===== src/rtl/image_pkg.sv =====
// Shared frame-buffer geometry, widths and rx byte-state type.
// Used by both the UART-side writer and the VGA-side reader.
package image_pkg;

    localparam int H_SIZE         = 607;
    localparam int V_SIZE         = 455;
    localparam int TIMEOUT_CYCLES = 1_000_000;

    localparam int ADDR_W  = 19;
    localparam int PIXEL_W = 18;
    localparam int COLOR_W = 6;

    typedef enum logic [1:0] {
        GET_R,
        GET_G,
        GET_B
    } rx_state_t;

    // Upper bits of a received byte; no rounding.
    function automatic logic [COLOR_W-1:0] trunc_color(
        input logic [7:0] b
    );
        return b[7 -: COLOR_W];
    endfunction

endpackage


===== src/rtl/input_interface_if.sv =====
// Byte-in / BRAM-write bundle of the frame-buffer writer.
// master drives bytes and sync; slave is the writer itself.
interface input_interface_if;
    import image_pkg::*;

    logic [7:0]         rx_data;
    logic               rx_ready;
    logic               frame_sync;
    logic [ADDR_W-1:0]  w_address;
    logic [PIXEL_W-1:0] w_data;
    logic               w_enable;
    logic               busy;
    logic               frame_done;
    logic               pixel_dropped;

    modport master (
        output rx_data,
        output rx_ready,
        output frame_sync,
        input  w_address,
        input  w_data,
        input  w_enable,
        input  busy,
        input  frame_done,
        input  pixel_dropped
    );

    modport slave (
        input  rx_data,
        input  rx_ready,
        input  frame_sync,
        output w_address,
        output w_data,
        output w_enable,
        output busy,
        output frame_done,
        output pixel_dropped
    );

endinterface


===== src/rtl/input_interface_byte_timeout.sv =====
// Inter-byte idle counter; expired strobes on the last allowed
// idle cycle unless cleared in that same cycle.
module byte_timeout #(
    parameter int TIMEOUT_CYCLES = 16
) (
    input  logic clk,
    input  logic reset,
    input  logic clear,
    input  logic enable,
    output logic expired
);

    localparam int CNT_W =
        (TIMEOUT_CYCLES > 1) ? $clog2(TIMEOUT_CYCLES) : 1;
    localparam logic [CNT_W-1:0] LAST = CNT_W'(TIMEOUT_CYCLES - 1);

    logic [CNT_W-1:0] count;
    logic             at_last;

    assign at_last = (count == LAST);
    assign expired = enable && !clear && at_last;

    always_ff @(posedge clk or posedge reset) begin
        if (reset) begin
            count <= '0;
        end else if (clear) begin
            count <= '0;
        end else if (enable) begin
            count <= at_last ? '0 : count + 1'b1;
        end
    end

endmodule


===== src/rtl/input_interface.sv =====
// Packs R,G,B bytes into 18-bit pixels and writes them
// sequentially into the image BRAM, wrapping at end of frame.
module input_interface
    import image_pkg::*;
#(
    parameter int H_SIZE         = image_pkg::H_SIZE,
    parameter int V_SIZE         = image_pkg::V_SIZE,
    parameter int TIMEOUT_CYCLES = image_pkg::TIMEOUT_CYCLES
) (
    input logic         clk,
    input logic         reset,
    input_interface_if.slave bus
);

    localparam int PIXELS = H_SIZE * V_SIZE;
    localparam logic [ADDR_W-1:0] LAST_ADDR = ADDR_W'(PIXELS - 1);

    if (PIXELS > (1 << ADDR_W)) begin : g_size_check
        $error("input_interface: H_SIZE*V_SIZE exceeds address space");
    end

    rx_state_t          state;
    rx_state_t          state_nxt;
    logic [COLOR_W-1:0] r_reg;
    logic [COLOR_W-1:0] g_reg;
    logic [COLOR_W-1:0] color;
    logic [ADDR_W-1:0]  w_address;
    logic [ADDR_W-1:0]  addr_nxt;
    logic [PIXEL_W-1:0] w_data;
    logic               w_enable;
    logic               frame_done;
    logic               pixel_dropped;
    logic               accept;
    logic               write;
    logic               busy;
    logic               to_clear;
    logic               expired;

    assign color  = trunc_color(bus.rx_data);
    assign accept = bus.rx_ready && !bus.frame_sync;
    assign busy   = (state != GET_R);

    assign to_clear = bus.rx_ready || bus.frame_sync || !busy;

    byte_timeout #(
        .TIMEOUT_CYCLES(TIMEOUT_CYCLES)
    ) u_timeout (
        .clk    (clk),
        .reset  (reset),
        .clear  (to_clear),
        .enable (busy),
        .expired(expired)
    );

    always_comb begin
        state_nxt = state;
        write     = 1'b0;
        unique case (state)
            GET_R: begin
                if (accept) state_nxt = GET_G;
            end
            GET_G: begin
                if (accept)       state_nxt = GET_B;
                else if (expired) state_nxt = GET_R;
            end
            GET_B: begin
                if (accept) begin
                    state_nxt = GET_R;
                    write     = 1'b1;
                end else if (expired) begin
                    state_nxt = GET_R;
                end
            end
            default: state_nxt = GET_R;
        endcase
        if (bus.frame_sync) state_nxt = GET_R;
    end

    // Increment lands one cycle after the write; sync overrides it.
    always_comb begin
        addr_nxt = w_address;
        if (bus.frame_sync) begin
            addr_nxt = '0;
        end else if (w_enable) begin
            addr_nxt = (w_address == LAST_ADDR) ? '0 : w_address + 1'b1;
        end
    end

    always_ff @(posedge clk or posedge reset) begin
        if (reset) state <= GET_R;
        else       state <= state_nxt;
    end

    always_ff @(posedge clk or posedge reset) begin
        if (reset) begin
            r_reg         <= '0;
            g_reg         <= '0;
            w_data        <= '0;
            w_address     <= '0;
            w_enable      <= 1'b0;
            frame_done    <= 1'b0;
            pixel_dropped <= 1'b0;
        end else begin
            w_enable      <= write;
            frame_done    <= write && (addr_nxt == LAST_ADDR);
            pixel_dropped <= expired;
            w_address     <= addr_nxt;
            if (accept && state == GET_R) r_reg <= color;
            if (accept && state == GET_G) g_reg <= color;
            if (write) w_data <= {r_reg, g_reg, color};
        end
    end

    assign bus.w_address     = w_address;
    assign bus.w_data        = w_data;
    assign bus.w_enable      = w_enable;
    assign bus.busy          = busy;
    assign bus.frame_done    = frame_done;
    assign bus.pixel_dropped = pixel_dropped;

endmodule


===== src/flat_wrapper.sv =====
// flat-port wrapper written by rule: the top's interface ports become plain ports
module input_interface_flat import image_pkg::*;
#(
    parameter int H_SIZE         = image_pkg::H_SIZE,
    parameter int V_SIZE         = image_pkg::V_SIZE,
    parameter int TIMEOUT_CYCLES = image_pkg::TIMEOUT_CYCLES
)
  (clk, reset, bus_rx_data, bus_rx_ready, bus_frame_sync, bus_w_address, bus_w_data, bus_w_enable, bus_busy, bus_frame_done, bus_pixel_dropped);
  input_interface_if bus_i ();
  input logic clk;
  input logic reset;
  input wire logic [$bits(bus_i.rx_data)-1:0] bus_rx_data;
  input wire logic [$bits(bus_i.rx_ready)-1:0] bus_rx_ready;
  input wire logic [$bits(bus_i.frame_sync)-1:0] bus_frame_sync;
  output wire logic [$bits(bus_i.w_address)-1:0] bus_w_address;
  output wire logic [$bits(bus_i.w_data)-1:0] bus_w_data;
  output wire logic [$bits(bus_i.w_enable)-1:0] bus_w_enable;
  output wire logic [$bits(bus_i.busy)-1:0] bus_busy;
  output wire logic [$bits(bus_i.frame_done)-1:0] bus_frame_done;
  output wire logic [$bits(bus_i.pixel_dropped)-1:0] bus_pixel_dropped;
  assign bus_i.rx_data = bus_rx_data;
  assign bus_i.rx_ready = bus_rx_ready;
  assign bus_i.frame_sync = bus_frame_sync;
  assign bus_w_address = bus_i.w_address;
  assign bus_w_data = bus_i.w_data;
  assign bus_w_enable = bus_i.w_enable;
  assign bus_busy = bus_i.busy;
  assign bus_frame_done = bus_i.frame_done;
  assign bus_pixel_dropped = bus_i.pixel_dropped;
  input_interface #(.H_SIZE(H_SIZE), .V_SIZE(V_SIZE), .TIMEOUT_CYCLES(TIMEOUT_CYCLES)) u_core (.clk(clk), .reset(reset), .bus(bus_i));
endmodule

===== config.mk =====
export PLATFORM = sky130hd
export DESIGN_NAME = input_interface_flat
export DESIGN_NICKNAME = d
export VERILOG_FILES = /design/src/rtl/image_pkg.sv /design/src/rtl/input_interface_if.sv /design/src/rtl/input_interface_byte_timeout.sv /design/src/rtl/input_interface.sv /design/src/flat_wrapper.sv
export SDC_FILE = /design/constraint.sdc
export NUM_CORES = 1
export LEC_CHECK = 0
export ABC_AREA = 1
export CAP_MARGIN = 30
export CORE_MARGIN = 1
export CORE_UTILIZATION = 25
export CTS_BUF_LIST = sky130_fd_sc_hd__clkbuf_8
export CTS_CLUSTER_SIZE = 20
export DETAILED_ROUTE_END_ITERATION = 10
export GPL_TIMING_DRIVEN = 1
export PLACE_DENSITY = 0.47
export SKIP_LAST_GASP = 1
export SLEW_MARGIN = 20
export SYNTH_ARGS = -nofsm -noshare
export SYNTH_HDL_FRONTEND = slang
export SYNTH_SLANG_ARGS = --single-unit
export TNS_END_PERCENT = 20

===== constraint.sdc =====
create_clock -name clk -period 2.95 [get_ports clk]
set_input_delay 0.59 -clock clk [delete_from_list [all_inputs] [get_ports clk]]
set_output_delay 0.59 -clock clk [all_outputs]
set_load 0.1 [all_outputs]

---- Word-level counts from Yosys, hierarchy flattened ----
Cells that the tools add are included.
cells by class
  add/sub/neg operators ................... 2
  equal/unequal tests ..................... 6
  muxes and demuxes ....................... 14
  reduce and logical (&&, ||, !) cells .... 14
operators by type and width
  kind                                                                   count
  20-bit 2-to-1 mux                                                      3
  19-bit 2-to-1 mux                                                      3
  19-bit equality test, second input constant                            2
  20-bit by 1-bit adder with 20-bit output, second input constant        1
  20-bit equality test, second input constant                            1
  19-bit by 1-bit adder with 19-bit output, second input constant        1
  2-bit 2-to-1 mux                                                       5
  1-bit logical AND                                                      6
  2-bit one-hot mux with 3 select lines                                  1
  2-bit nonzero test                                                     2
  1-bit zero test                                                        3
  3-bit by 2-bit != test with 1-bit output, second input constant        1
  2-bit by 1-bit equality test with 1-bit output, second input constant  1
  2-bit equality test, second input constant                             1
  2-bit zero test                                                        1
  1-bit logical OR                                                       2
  1-bit 2-to-1 mux                                                       2
storage, ports and cells
  bits in registers ....................... 74
  bits of input ports ..................... 12
  output and inout port bits .............. 41
  logic and storage cells ................. 45

---- Logic depth before layout (Yosys ltp) ----
  word-level depth ........................ 10
  mapped depth ............................ 12
  gate-level depth less buffers ........... 12

---- Cells and area by module ----
From an unflattened synthesis, not the netlist that was laid out.
unflattened totals
  cell total of the unflattened synthesis .. 514
  area total of the unflattened synthesis .. 3933.8 um2
modules (own cells, without submodules)
  module           times used  cells an instance  area each (um2)  sequential area each (um2)
  input_interface  1           338                2607.5           1351.3
  byte_timeout     1           176                1326.3           500.5

---- Worst setup path after synthesis ----
No wires, ideal clock.
  path kind ............................... register -> register
  start point ............................. reg u_core.w_address[0] (netlist: u_core.bus.w_address[0])
  end point ............................... reg u_core.frame_done (netlist: u_core.bus.frame_done)
  setup time .............................. 0.072 ns
  arrival ................................. 2.260 ns
  required time ........................... 2.878 ns
  path slack .............................. 0.618 ns
  cell stages (with the launch flop) ...... 11
  buffers on the path ..................... 0
  clock period less this slack ............ 2.332 ns
  cells stage by stage .................... dfrtp_1 > ha_1 > nand3_2 > nor2_4 > nand3_1 > inv_1 > nand4_1 > xor2_1 > inv_1 > nand3_1 > nor2_1
between the ends
  cells in the longest elaborated chain, start to end .. 6
  elaborated cells on any way between the ends .. 7
  classes of those cells .................. 1 x add/sub; 2 x eq/ne; 3 x mux; 1 x reduce/logical
RTL lines
  item                                                                              line                    RTL
  start, declared                                                                   input_interface.sv:27   logic [ADDR_W-1:0] w_address;
  start signal, assigned                                                            input_interface.sv:107  w_address <= addr_nxt;
  19-bit by 1-bit adder with 19-bit output or 19-bit equality test (tied branches)  input_interface.sv:85   addr_nxt = (w_address == LAST_ADDR) ? '0 : w_address + 1'b1;
  19-bit 2-to-1 mux                                                                 input_interface.sv:85
  19-bit 2-to-1 mux *                                                               input_interface.sv:84   end else if (w_enable) begin
  19-bit 2-to-1 mux *                                                               input_interface.sv:82   if (bus.frame_sync) begin
  19-bit equality test *                                                            input_interface.sv:105  frame_done <= write && (addr_nxt == LAST_ADDR);
  1-bit logical AND *                                                               input_interface.sv:105
  end signal, assigned                                                              input_interface.sv:105
  end, declared                                                                     input_interface.sv:31   logic frame_done;
Every way passes the cells marked *; elsewhere a longest branch is shown, timed or not.
A chain may end at the register's enable or synchronous reset.

---- Worst setup path in the final report ----
  start point ............................. reg u_core.state[1]
  end point ............................... out bus_busy
between the ends
  cells in the longest elaborated chain, start to end .. 1
RTL lines
  item                    line                   RTL
  start, declared         input_interface.sv:22  rx_state_t state;
  start signal, assigned  input_interface.sv:91  else state <= state_nxt;
  2-bit nonzero test      input_interface.sv:41  assign busy = (state != GET_R);
  end, declared           flat_wrapper.sv:18     output wire logic [$bits(bus_i.busy)-1:0] bus_busy;
No other way between the ends.

==> run_results.csv <==
group,metric,value,unit
status,status,"finished clean",
hold_path,hp-class,"reg2reg",
sta,finClkSkew,0.0109,ns
global_routing,grt_overflow_total,0,
clock_tree,cts_resized,0,
placed_design,hpwl,6620,µm
cells_and_area,drive_above_1_share,0.164,
global_routing,grt_pass1_wl,14800,µm
sta,fin_setup_tns,0,ns
floorplan,num_rows,43,
clock_tree,cts_htree_levels,3,
setup_path,crit_type,"reg2out",
global_routing,globalRouteTotalUtil,0.128,
power_and_ir_drop,ir_worst_vdd,0.465,mV
yosys,synth_cells,467,
routing,wl_per_cell,12.6,µm
global_routing,grt_max_degree,75,
global_routing,grt_pass1_vias,3026,
sta,hold_violations,0,
power_and_ir_drop,p_per_area,692,nW/µm²
setup_path,worstPathArrival,1.34,ns
placed_design,io_buffers,50,
clock_tree,post-cts-setup-buffer-count,0,
setup_path,worstPathCellList,"nor2_1, inv_1, buf_4",
yosys,ys.flop_type,"dfrtp_1",
clock_tree,hold_buffers,0,
floorplan,dieArea,15200,µm²
cells_and_area,layout_common_cells,"nand2_1, dfrtp_1, inv_1, nor2_1, buf_4",
clock_tree,cts_tree,"yes",
yosys,synth_area_leaders,"dfrtp_1, nand2_1, inv_1",
yosys,ys_async_sr_fraction,1.00,
yosys,synth.largest_area_cell,"dfrtp_1",
routing,vias,3116,
cells_and_area,fin_util,0.321,
cells_and_area,largest_register_ffs,20,
sta,slew_headroom,0.712,
setup_path,crit_path_top_delay_cell,"dfrtp_1",
yosys,yosys_register_bits,74,
cells_and_area,area_delta_synth_final,23.2,%
sta,rsz0062_at_grt,"no",
cells_and_area,reg.largest.list,"u_core.u_timeout.count: 20 flops, u_core.bus.w_address: 19 flops, u_core.bus.w_data: 18 flops",
routing,dr.pass1.iters,4,
yosys,yosysTopAreaCellShare,0.504,
floorplan,die_x,123,µm
sta,min_period,1.93,ns
yosys,syn-num-nets,482,
setup_path,path_buf_inv,2,
placed_design,gp_congestion,0.816,
setup_path,worst_setup_path_start_kind,"flop",
floorplan,die_y,123,µm
setup_path,crit_path_end_kind,"primary output",
clock_tree,clock-sinks,74,
placed_design,place_area,4320,µm²
cells_and_area,regMostFlops,"u_core.u_timeout.count",
sta,period_share,0.653,
yosys,ys_seq_area_frac,0.504,
yosys,syn_avg_cell_area,7.87,µm²
routing,drt_wl_total,8930,µm
clock_tree,clk_path_buf_depth,2,
sta,slew_viol_final,0,
floorplan,core,14100,µm²
run,cap_violations,0,
clock_tree,clk_pin_slew,0.09,ns
sta,finalSetupViolations,0,
setup_path,cp_top_family,"flip-flops",
routing,vias_per_cell,4.38,
cells_and_area,n_fill_cell,1520,
sta,fmaxAchievable,0.519,GHz
sta,timing.hold.ws,0.483,ns
yosys,ys_types,31,
floorplan,ios,53,
cells_and_area,final_common_cell,"nand2_1",
cells_and_area,design_area,4530,µm²
clock_tree,cts-buffers-inserted,9,
yosys,synth-edff-count,0,
setup_path,path_max_fanout,4,
setup_path,crit_required,2.36,ns
floorplan,start_util,0.261,
yosys,ys_warn_count,0,
setup_path,slowest_delay,0.41,ns
sta,max_slew.worst_pin.slew,0.431,ns
routing,drt_iter0_markers,110,
cells_and_area,final_net_count,541,
power_and_ir_drop,power.leakage,2.20,nW
yosys,syn_area,3670,µm²
clock_tree,clock_latency,0.35,ns
routing,drc,0,
routing,antenna_left,0,
global_routing,antenna_found_initial,0,
clock_tree,clk_root_buffer_cell,"clkbuf_8",
cells_and_area,num_antenna_cells,0,
## worst register-to-register path, delay by kind of cell (launching register included)
| kind | cells | cell delay, ns |
|---|---|---|
| buffers and inverters | 2 | 0.16 |
| AND/OR/NAND/NOR | 6 | 0.71 |
| adder cells (fa/ha/maj) | 1 | 0.25 |
| XOR/XNOR | 1 | 0.21 |
| flip-flops | 1 | 0.48 |
## routing by layer
layer	share of wire	vias to the layer above	GRT usage	wire, µm
met2	0.45	74	0.200	3990
li1	-	1583	-	-
met5	0	-	0	0
met4	0.015	0	0.0482	134
met1	0.48	1450	0.170	4310
met3	0.055	9	0.0295	494
## path summary, 6_finish.rpt
kind / depth (start not counted) / startpoint / slack (ns) / to
setup reg to reg: 10 / u_core.bus.w_address[0]$_DFF_PP0_ / 1.03 / u_core.bus.frame_done$_DFF_PP0_
setup / recovery: 3 / u_core.state[1]$_DFFE_PP0P_ / 1.02 / bus_busy
min in group asynchronous: 3 / reset / 0.63 / u_core.bus.w_data[4]$_DFFE_PP0P_
hold reg to reg: 2 / u_core.g_reg[5]$_DFFE_PP0P_ / 0.48 / u_core.bus.w_data[11]$_DFFE_PP0P_
max in group asynchronous: 3 / reset / 2.01 / u_core.bus.w_address[14]$_DFF_PP0_
hold / removal: 2 / u_core.g_reg[5]$_DFFE_PP0P_ / 0.48 / u_core.bus.w_data[11]$_DFFE_PP0P_
## kinds of logic after synthesis
group                      synth area share
buffers and inverters                0.0749
AOI/OAI and AO/OA                    0.0674
xor gates and xnor gates             0.0215
and+or+nand+nor                       0.322
DFF                                   0.504
adders and majority gates            0.0102
## layout make-up
cell class | instances | area, µm² | area share
clock buffer | 10 | 138 | 0.0304
clock inverter | 6 | 72.6 | 0.0160
inverter | 65 | 244 | 0.0539
multi-input combinational | 321 | 1550 | 0.342
sequential | 74 | 1850 | 0.409
tap | 180 | 225 | 0.0498
timing repair buffer | 55 | 448 | 0.0989
## cell usage after synthesis (2+ instances only)
master / n
o21ai_0: 28
nand2_2: 5
nand3_2: 4
xnor2_1: 3
nor2_1: 59
nor3_1: 11
a31oi_1: 2
nand2_1: 130
nor4_1: 2
nor2_4: 4
nand4_1: 7
inv_2: 3
inv_1: 62
a21oi_1: 15
xor2_1: 6
dfrtp_1: 74
nand3_1: 29
ha_1: 3
clkbuf_1: 4
nor3_4: 3
nor2_2: 3
## stage by stage
| step | total power, mW | setup slack (ns) | cells |
|---|---|---|---|
| after floorplan | 2.08 | 0.478 | 467 |
| after global placement | 2.32 | 0.640 | 695 |
| after detailed placement | 2.32 | 0.670 | 695 |
| after CTS | 3.18 | 0.971 | 711 |
| after global routing | 3.30 | 0.853 | 711 |
| final | 3.13 | 1.02 | 711 |
## report_power, final
group | internal [mW] | switching (mW)
Clock | 0.423 | 0.417
Combinational | 0.195 | 0.858
Sequential | 1.15 | 0.0864
Note: power is estimated with default switching activity, not from simulation.
